$ cat src/rtl/operand_deserializer_pkg.sv
// Shared constants and state encoding for the serial operand bank loader.
package operand_deserializer_pkg;
  localparam int ROW_W = 70;  // {uncertainty[5:0], operand[63:0]}
  localparam int ROWS  = 12;

  typedef enum logic [1:0] {
    IDLE  = 2'd0,
    SHIFT = 2'd1,
    FULL  = 2'd2
  } state_t;

  // Row order within a frame: a,b,c triplets for lanes 0..3
  localparam int ROW_A0 = 0, ROW_B0 = 1,  ROW_C0 = 2;
  localparam int ROW_A1 = 3, ROW_B1 = 4,  ROW_C1 = 5;
  localparam int ROW_A2 = 6, ROW_B2 = 7,  ROW_C2 = 8;
  localparam int ROW_A3 = 9, ROW_B3 = 10, ROW_C3 = 11;
endpackage

$ cat src/rtl/operand_deserializer_row_shifter.sv
// One-row serial-to-parallel shifter; row_done flags the edge that takes the last bit.
module row_shifter #(
  parameter int ROW_W = 70
) (
  input  logic             clk,
  input  logic             rst,
  input  logic             clr,
  input  logic             shift,
  input  logic             din,
  output logic [ROW_W-1:0] row_next,
  output logic             row_done
);
  localparam int CNT_W = $clog2(ROW_W + 1);

  // Only ROW_W-1 bits are stored; the final bit arrives live on din.
  logic [ROW_W-2:0] sr;
  logic [CNT_W-1:0] bit_cnt;

  assign row_next = {sr, din};
  assign row_done = shift && (bit_cnt == CNT_W'(ROW_W - 1));

  always_ff @(posedge clk or posedge rst) begin
    if (rst) begin
      sr      <= '0;
      bit_cnt <= '0;
    end else if (clr) begin
      sr      <= '0;
      bit_cnt <= '0;
    end else if (shift) begin
      sr      <= row_next[ROW_W-2:0];
      bit_cnt <= row_done ? '0 : bit_cnt + 1'b1;
    end
  end
endmodule

$ cat src/rtl/operand_deserializer.sv
// Serial operand loader: shifts ROWS rows of ROW_W bits into a parallel bank for the fma.
module operand_deserializer #(
  parameter int ROW_W = operand_deserializer_pkg::ROW_W,
  parameter int ROWS  = operand_deserializer_pkg::ROWS
) (
  input  logic                  clk,
  input  logic                  rst,
  input  logic                  en,
  input  logic                  din,
  input  logic                  abort,
  input  logic                  ack,
  output logic [ROWS*ROW_W-1:0] bank,
  output logic [3:0]            row_idx,
  output logic                  row_valid,
  output logic                  load,
  output logic                  busy,
  output logic                  ovf
);
  import operand_deserializer_pkg::*;

  state_t                     state;
  logic [3:0]                 row_cnt;
  logic [ROWS-1:0][ROW_W-1:0] bank_r;
  logic [ROW_W-1:0]           row_next;
  logic                       row_done;
  logic                       shift;

  // A held frame only accepts a new bit when the consumer acks in the same cycle.
  assign shift = en && !abort && ((state != FULL) || ack);
  assign bank  = bank_r;

  row_shifter #(.ROW_W(ROW_W)) u_shifter (
    .clk      (clk),
    .rst      (rst),
    .clr      (abort),
    .shift    (shift),
    .din      (din),
    .row_next (row_next),
    .row_done (row_done)
  );

  always_ff @(posedge clk or posedge rst) begin
    if (rst) begin
      state     <= IDLE;
      row_cnt   <= '0;
      bank_r    <= '0;
      row_idx   <= '0;
      row_valid <= 1'b0;
      load      <= 1'b0;
      busy      <= 1'b0;
      ovf       <= 1'b0;
    end else begin
      row_valid <= 1'b0;
      if (abort) begin
        state   <= IDLE;
        row_cnt <= '0;
        load    <= 1'b0;
        busy    <= 1'b0;
        ovf     <= 1'b0;
      end else begin
        case (state)
          IDLE: if (en) begin
            state   <= SHIFT;
            busy    <= 1'b1;
            row_cnt <= '0;
          end
          SHIFT: if (row_done) begin
            bank_r[row_cnt] <= row_next;
            row_valid       <= 1'b1;
            row_idx         <= row_cnt;
            if (row_cnt == 4'(ROWS - 1)) begin
              state   <= FULL;
              load    <= 1'b1;
              busy    <= 1'b0;
              row_cnt <= '0;
            end else begin
              row_cnt <= row_cnt + 4'd1;
            end
          end
          FULL: begin
            if (ack) begin
              load    <= 1'b0;
              row_cnt <= '0;
              state   <= en ? SHIFT : IDLE;
              busy    <= en;
            end else if (en) begin
              ovf <= 1'b1;
            end
          end
          default: state <= IDLE;
        endcase
      end
    end
  end
endmodule

$ cat config.mk
export PLATFORM = sky130hd
export DESIGN_NAME = operand_deserializer
export DESIGN_NICKNAME = d
export VERILOG_FILES = /design/src/rtl/operand_deserializer_pkg.sv /design/src/rtl/operand_deserializer_row_shifter.sv /design/src/rtl/operand_deserializer.sv
export SDC_FILE = /design/constraint.sdc
export NUM_CORES = 1
export LEC_CHECK = 0
export BUFFER_PORTS_ARGS = -buffer_cell sky130_fd_sc_hd__buf_2
export CORE_AREA = 2 2 333 335
export CTS_BUF_LIST = sky130_fd_sc_hd__clkbuf_16
export DETAILED_ROUTE_END_ITERATION = 8
export DIE_AREA = 0 0 335 337
export GPL_TIMING_DRIVEN = 0
export PLACE_DENSITY = 0.53
export SYNTH_ARGS = -nofsm -noshare
export SYNTH_HDL_FRONTEND = slang
export SYNTH_SLANG_ARGS = --single-unit
$ cat constraint.sdc
create_clock -name clk -period 41.4 [get_ports clk]
set_input_delay 2.07 -clock clk [delete_from_list [all_inputs] [get_ports clk]]
set_output_delay 2.07 -clock clk [all_outputs]
set_load 0.1 [all_outputs]
## Yosys cells after proc, flatten, opt, wreduce, memory -nomap -nowiden

Cells that the tools add are included.

| storage, ports and cells | value |
|---|---|
| memories | 0 |
| bits in writable memories | 0 |
| input bits | 6 |
| bits in registers | 930 |
| ROM bits | 0 |
| bits in latches | 0 |

| operators by class | value |
|---|---|
| bitwise logic cells | 1 |
| equality and inequality tests | 10 |
| magnitude comparators | 2 |
| muxes and demuxes | 38 |
| divide/modulo/power cells | 0 |
| add/sub/neg operators | 2 |
| shift-type cells | 0 |
| $mul | 0 |
| reductions and logical operators | 18 |

Operators with widths:

| operator | number |
|---|---|
| bitwise mux 840 bit | 1 |
| demux 70 bit (select 4 bit) | 1 |
| two-way mux 69 bit | 2 |
| two-way mux 70 bit | 1 |
| two-way mux 7 bit | 3 |
| two-way mux 4 bit | 5 |
| two-way mux 1 bit | 16 |
| one-hot mux 4 bit (3 select lines) | 1 |
| AND reduction 4 bit | 3 |
| two-way mux 2 bit | 5 |
| inequality test 3 bit, second input constant | 3 |
| adder 7 x 1 -> 7 bit, second input constant | 1 |
| equality test 7 bit, second input constant | 1 |
| one-hot mux 2 bit (3 select lines) | 1 |
| AND reduction 3 bit | 2 |
| nonzero test 2 bit | 3 |
| < comparator 4 x 5 -> 1 bit, second input constant | 1 |
| AND reduction 5 bit | 1 |
| adder 4 x 1 -> 4 bit, second input constant | 1 |
| equality test 4 bit, second input constant | 1 |
| greater-or-equal comparator 4 x 1 -> 1 bit, second input constant | 1 |
| logical AND 1 bit | 4 |
| inequality test 2 bit, second input constant | 2 |
| nonzero test 4 bit | 1 |
| other kinds (10) | 10 |

## Longest topological paths before layout

| logic depth | value |
|---|---|
| word-level depth | 7 |
| mapped depth | 8 |
| mapped depth without buffers | 6 |

## Modules after synthesis

A second synthesis with hierarchy kept.

| second synthesis, totals | value |
|---|---|
| cells, all modules | 2189 |
| area, all modules | 35736.8 µm² |

By module, submodules not included:

| module | cells an instance | times used | sequential area each (µm²) | area an instance (µm²) |
|---|---|---|---|---|
| operand_deserializer | 1923 | 1 | 21370.5 | 32531.2 |
| row_shifter | 266 | 1 | 1901.8 | 3205.6 |

## Worst setup path before layout

OpenSTA, ideal clock, no wires.

| timing | value |
|---|---|
| path type | in2reg |
| start | input abort |
| end | register bank_r, in the netlist bank[493] |
| stages | 6 |
| setup slack | 37.554 ns |
| data arrival time | 3.717 ns |
| setup time | 0.128 ns |
| data required time | 41.272 ns |
| buffers on the path | 2 |
| path through | buf_2 > nand2b_1 > nor4_4 > nand3_4 > buf_6 > mux2_1 |

| on the way | value |
|---|---|
| longest elaborated chain between the ends | 5 |
| elaborated cells on any way between the ends | 6 |

Ends and longest elaborated chain:

| what | RTL line | text |
|---|---|---|
| start, declared | operand_deserializer.sv:10 | `input logic abort,` |
| zero test 1 bit | operand_deserializer.sv:29 | `assign shift = en && !abort && ((state != FULL) \|\| ack);` |
| logical AND 1 bit (2 in a row) | operand_deserializer.sv:29 |  |
| logical AND 1 bit | operand_deserializer_row_shifter.sv:20 | `assign row_done = shift && (bit_cnt == CNT_W'(ROW_W - 1));` |
| AND reduction 3 bit (no line) (*) | n/a |  |
| end signal, assigned by index | operand_deserializer.sv:68 | `bank_r[row_cnt] <= row_next;` |
| end, declared | operand_deserializer.sv:23 | `logic [ROWS-1:0][ROW_W-1:0] bank_r;` |

Every way passes the cells marked *; elsewhere a longest branch is shown, timed or not.
A chain may end at the register's enable or synchronous reset.

## Final worst setup path

| timing | value |
|---|---|
| start | input abort |
| end | register bank_r, in the netlist bank[728] |

Same word-level chain as after synthesis.

==> impl_results.rst <==
.. list-table::
   :header-rows: 1

   * - Metric
     - Value
   * - Vias in the first global route
     - 23,500
   * - Net switching share of the total power
     - 0.225
   * - Maximum net fanout on the critical path
     - 10
   * - Fin crit period
     - 4150 ps
   * - Post-route antenna net violation count
     - 0
   * - Worst EP arrival
     - 4700 ps
   * - Sequential Power Share
     - 0.494
   * - Post-route clock period utilization
     - 0.100
   * - Minimum setup slack after placement
     - 36,340 ps
   * - Worst Path Buf+Inv
     - 3
   * - Detailed-route wire length per cell
     - 24.3 um
   * - Boundary pin count
     - 854
   * - Result of the run
     - complete, no violations
   * - Largest net degree at the start of global routing
     - 121
   * - Count of non-filler cells in the finished layout
     - 4,905
   * - Worst-skew pair later-pin latency
     - 690 ps
   * - Area of the die
     - 113,000 um^2
   * - Mapped Cells
     - 2,424
   * - Worst setup path category
     - in -> reg
   * - Post-CTS Setup Inserts
     - 0
   * - Fraction of layout cells with a size suffix above 1
     - 0.495
   * - Overall routed net length
     - 119,000 um
   * - Total number of vias
     - 23,100
   * - # resized after CTS
     - 0
   * - Clock Power Share
     - 0.490
   * - Core area
     - 110,000 um^2
   * - Starting utilization of the core area
     - 0.328
   * - Critical-path cell list
     - buf_2, and4bb_2, nand3_1, nor4bb_1, clkbuf_2, buf_2, mux2_2
   * - Total clock buffers created by CTS
     - 103
   * - Drt via density
     - 4.70
   * - Post-placement cell count
     - 4,717
   * - Most frequently used flop master after synthesis
     - dfrtp_1
   * - Layout filler cell count
     - 10,500
   * - Final setup violation count
     - 0
   * - F_max
     - 241 MHz
   * - RSZ-0062 raised after global routing
     - no
   * - Type of the tightest min-delay check
     - reg -> reg
   * - Clk root buf
     - clkbuf_16
   * - Final worst setup slack
     - 37,250 ps
   * - Worst stage delay on the critical path
     - 610 ps
   * - Total of buffers placed on input and output ports
     - 853
   * - Worst path most repeated cell
     - buf_2
   * - Element type at the critical path start
     - input port
   * - Count of TritonRoute iterations in the first routing pass
     - 5
   * - TritonCTS clock tree
     - done
   * - Die width
     - 335 um
   * - Clock edge transition at the registers on the reported setup and hold paths
     - 60 ps
   * - Number of antenna violations at the first check in global routing
     - 9
   * - Final worst clock skew
     - 29.1 ps
   * - Required time reported for the critical path endpoint
     - 41,950 ps
   * - Count of max-cap constraint violations
     - 0
   * - Number of enable flip-flop cells after synthesis
     - 0
   * - H-tree lvl count
     - 3
   * - Post-synthesis cell area
     - 35,900 um^2
   * - Slowest-stage cell, CP
     - clkbuf_2
   * - Internal power
     - 0.00143 W
   * - Post-synthesis to final-layout area growth
     - 27.0%
   * - Sum of negative setup slack
     - 0 ps
   * - FP Rows
     - 122
   * - Detailed Route Iter0 Violations
     - 1,214
   * - GRT overflow
     - 0
   * - Final Wtd Congestion
     - 0.767
   * - Quantity of hold-fixing buffers added after cts
     - 0
   * - Worst-case hold slack
     - 458 ps
   * - Mapped Nets
     - 2,436
   * - Critical path's top delay family
     - buffers and inverters
   * - Portion of total power attributed to combinational logic
     - 0.016
   * - Switching component of the power
     - 0.000414 W
   * - Gr usage total
     - 0.208
   * - Yosys warning total
     - 0
   * - Final Slew Violations
     - 0
   * - Global-route wire length before repair
     - 172,000 um
   * - #FFs+latches synth
     - 930
   * - Nets
     - 3,408
   * - Clock Tree Buf Depth
     - 3
   * - Detailed Place HPWL
     - 86,600 um
   * - Worst vdd rail ir drop
     - 0.0000294 V
   * - Count of endpoints failing hold in the final timing report
     - 0
   * - Seq/Total Area, Yosys
     - 0.648
   * - Async S/R FF share, synth
     - 1.00
   * - Headroom to the max-slew limit
     - 0.108
   * - Worst-Margin Slew
     - 1340 ps
   * - Average footprint of a synthesized cell
     - 14.8 um^2
   * - DRC violation count after routing
     - 0
   * - Vertical die dimension
     - 337 um
   * - CTS Sinks
     - 930
   * - Pwr/cell area
     - 40.4 nW/um^2
   * - Leakage Power
     - 26.0 nW
   * - Count of unique library cells instantiated by Yosys
     - 48
   * - Worst setup EP type
     - flip-flop
==> cells by family after synthesis <==
family | count (synthesis) | synth area share
DFF | 930 | 0.648
muxes | 774 | 0.257
and+or+nand+nor | 415 | 0.0492
buffers and inverters | 199 | 0.0285
AOI/OAI and AO/OA | 99 | 0.0151
adders and majority gates | 6 | 0.00209
xor gates and xnor gates | 1 | 0.000244
==> cells in the mapped netlist (4+ instances only) <==
cell type	count	area share
dfrtp_1	930	0.65
mux2_2	487	0.15
nand2_1	362	0.038
mux2_1	152	0.048
mux2_4	134	0.056
clkbuf_1	113	0.012
a21oi_1	77	0.011
buf_2	52	0.0072
buf_6	28	0.0088
nor2_1	12	0.0013
o21ai_0	8	0.0011
ha_1	6	0.0021
inv_1	6	0.00063
nand3_1	6	0.00084
nand3_4	4	0.0020
==> per-stage QoR <==
| stage | total power, W | instance area [um^2] | util |
|---|---|---|---|
| 3_5_place_dp | 0.000958 | 42300 | 0.386 |
| 5_1_grt | 0.00191 | 45600 | 0.416 |
| 2_1_floorplan | 0.000947 | 35900 | - |
| 3_3_place_gp | 0.000958 | 42000 | 0.383 |
| 6_report | 0.00184 | 45600 | 0.416 |
| 4_1_cts | 0.00187 | 45600 | 0.416 |
==> path summary, 6_finish.rpt <==
| path | cells after the start | start | slack, ps | end |
|---|---|---|---|---|
| worst min register to register | 2 | bank[776] | 460 | bank[776] |
| worst max register to register | 7 | row_cnt[3] | 37930 | bank[773] |
| max in group asynchronous | 5 | rst | 37780 | u_shifter.sr[43] |
| worst min-delay path | 2 | bank[776] | 460 | bank[776] |
| min in group asynchronous | 2 | rst | 1490 | bank[560] |
| worst max-delay path | 7 | abort | 37250 | bank[728] |
==> cell type report <==
class	instances	area [um^2]	area share
sequential	930	23300	0.510
multi-input combinational	1295	11600	0.255
timing repair buffer	867	4590	0.101
clock buffer	103	2580	0.0565
tap	1426	1780	0.0391
buffer	193	1000	0.0219
clock inverter	83	717	0.0157
inverter	6	30.0	0.000658
antenna	2	5.00	0.000110
==> routing by layer <==
metal / global-route usage / part of all wire / up-vias
met5: 0 / 0 / -
met3: 0.0595 / 0.073 / 175
met4: 0.0655 / 0.029 / 0
li1: - / - / 10200
met1: 0.269 / 0.43 / 11900
met2: 0.335 / 0.47 / 710
==> state kept, by name, indices dropped and copies added (netlist names), 2 cells and up <==
| name | cells |
|---|---|
| row_idx | 4 |
| u_shifter.sr | 69 |
| bank | 840 |
| u_shifter.bit_cnt | 7 |
| row_cnt | 4 |
| state | 2 |
==> worst register-to-register path, cell delays in order (launching register included) <==
cell and delay, ps:
dfrtp_1 380, clkbuf_1 430, and3b_1 340, and4_1 210
clkbuf_1 970, clkbuf_1 800, nand2_1 170, nand2_1 110
==> placed cells by master, fill, tap and decap left out, types with 9 or more instances in the layout <==
cell,count
a21oi_1,77
buf_16,9
buf_2,905
buf_6,28
bufinv_16,10
clkbuf_1,112
clkbuf_16,103
clkinv_1,24
clkinv_2,14
dfrtp_1,930
inv_1,31
mux2_1,152
mux2_2,487
mux2_4,134
nand2_1,362
==> power groups by stage <==
stage          Clock, W  Combinational, W  Sequential [W]
2_1_floorplan         0         0.0000180        0.000929
3_3_place_gp          0         0.0000290        0.000929
3_5_place_dp          0         0.0000317        0.000927
4_1_cts        0.000925         0.0000318        0.000910
5_1_grt        0.000963         0.0000348        0.000910
6_report       0.000902         0.0000302        0.000910
Power figures use the tool's default switching activity.
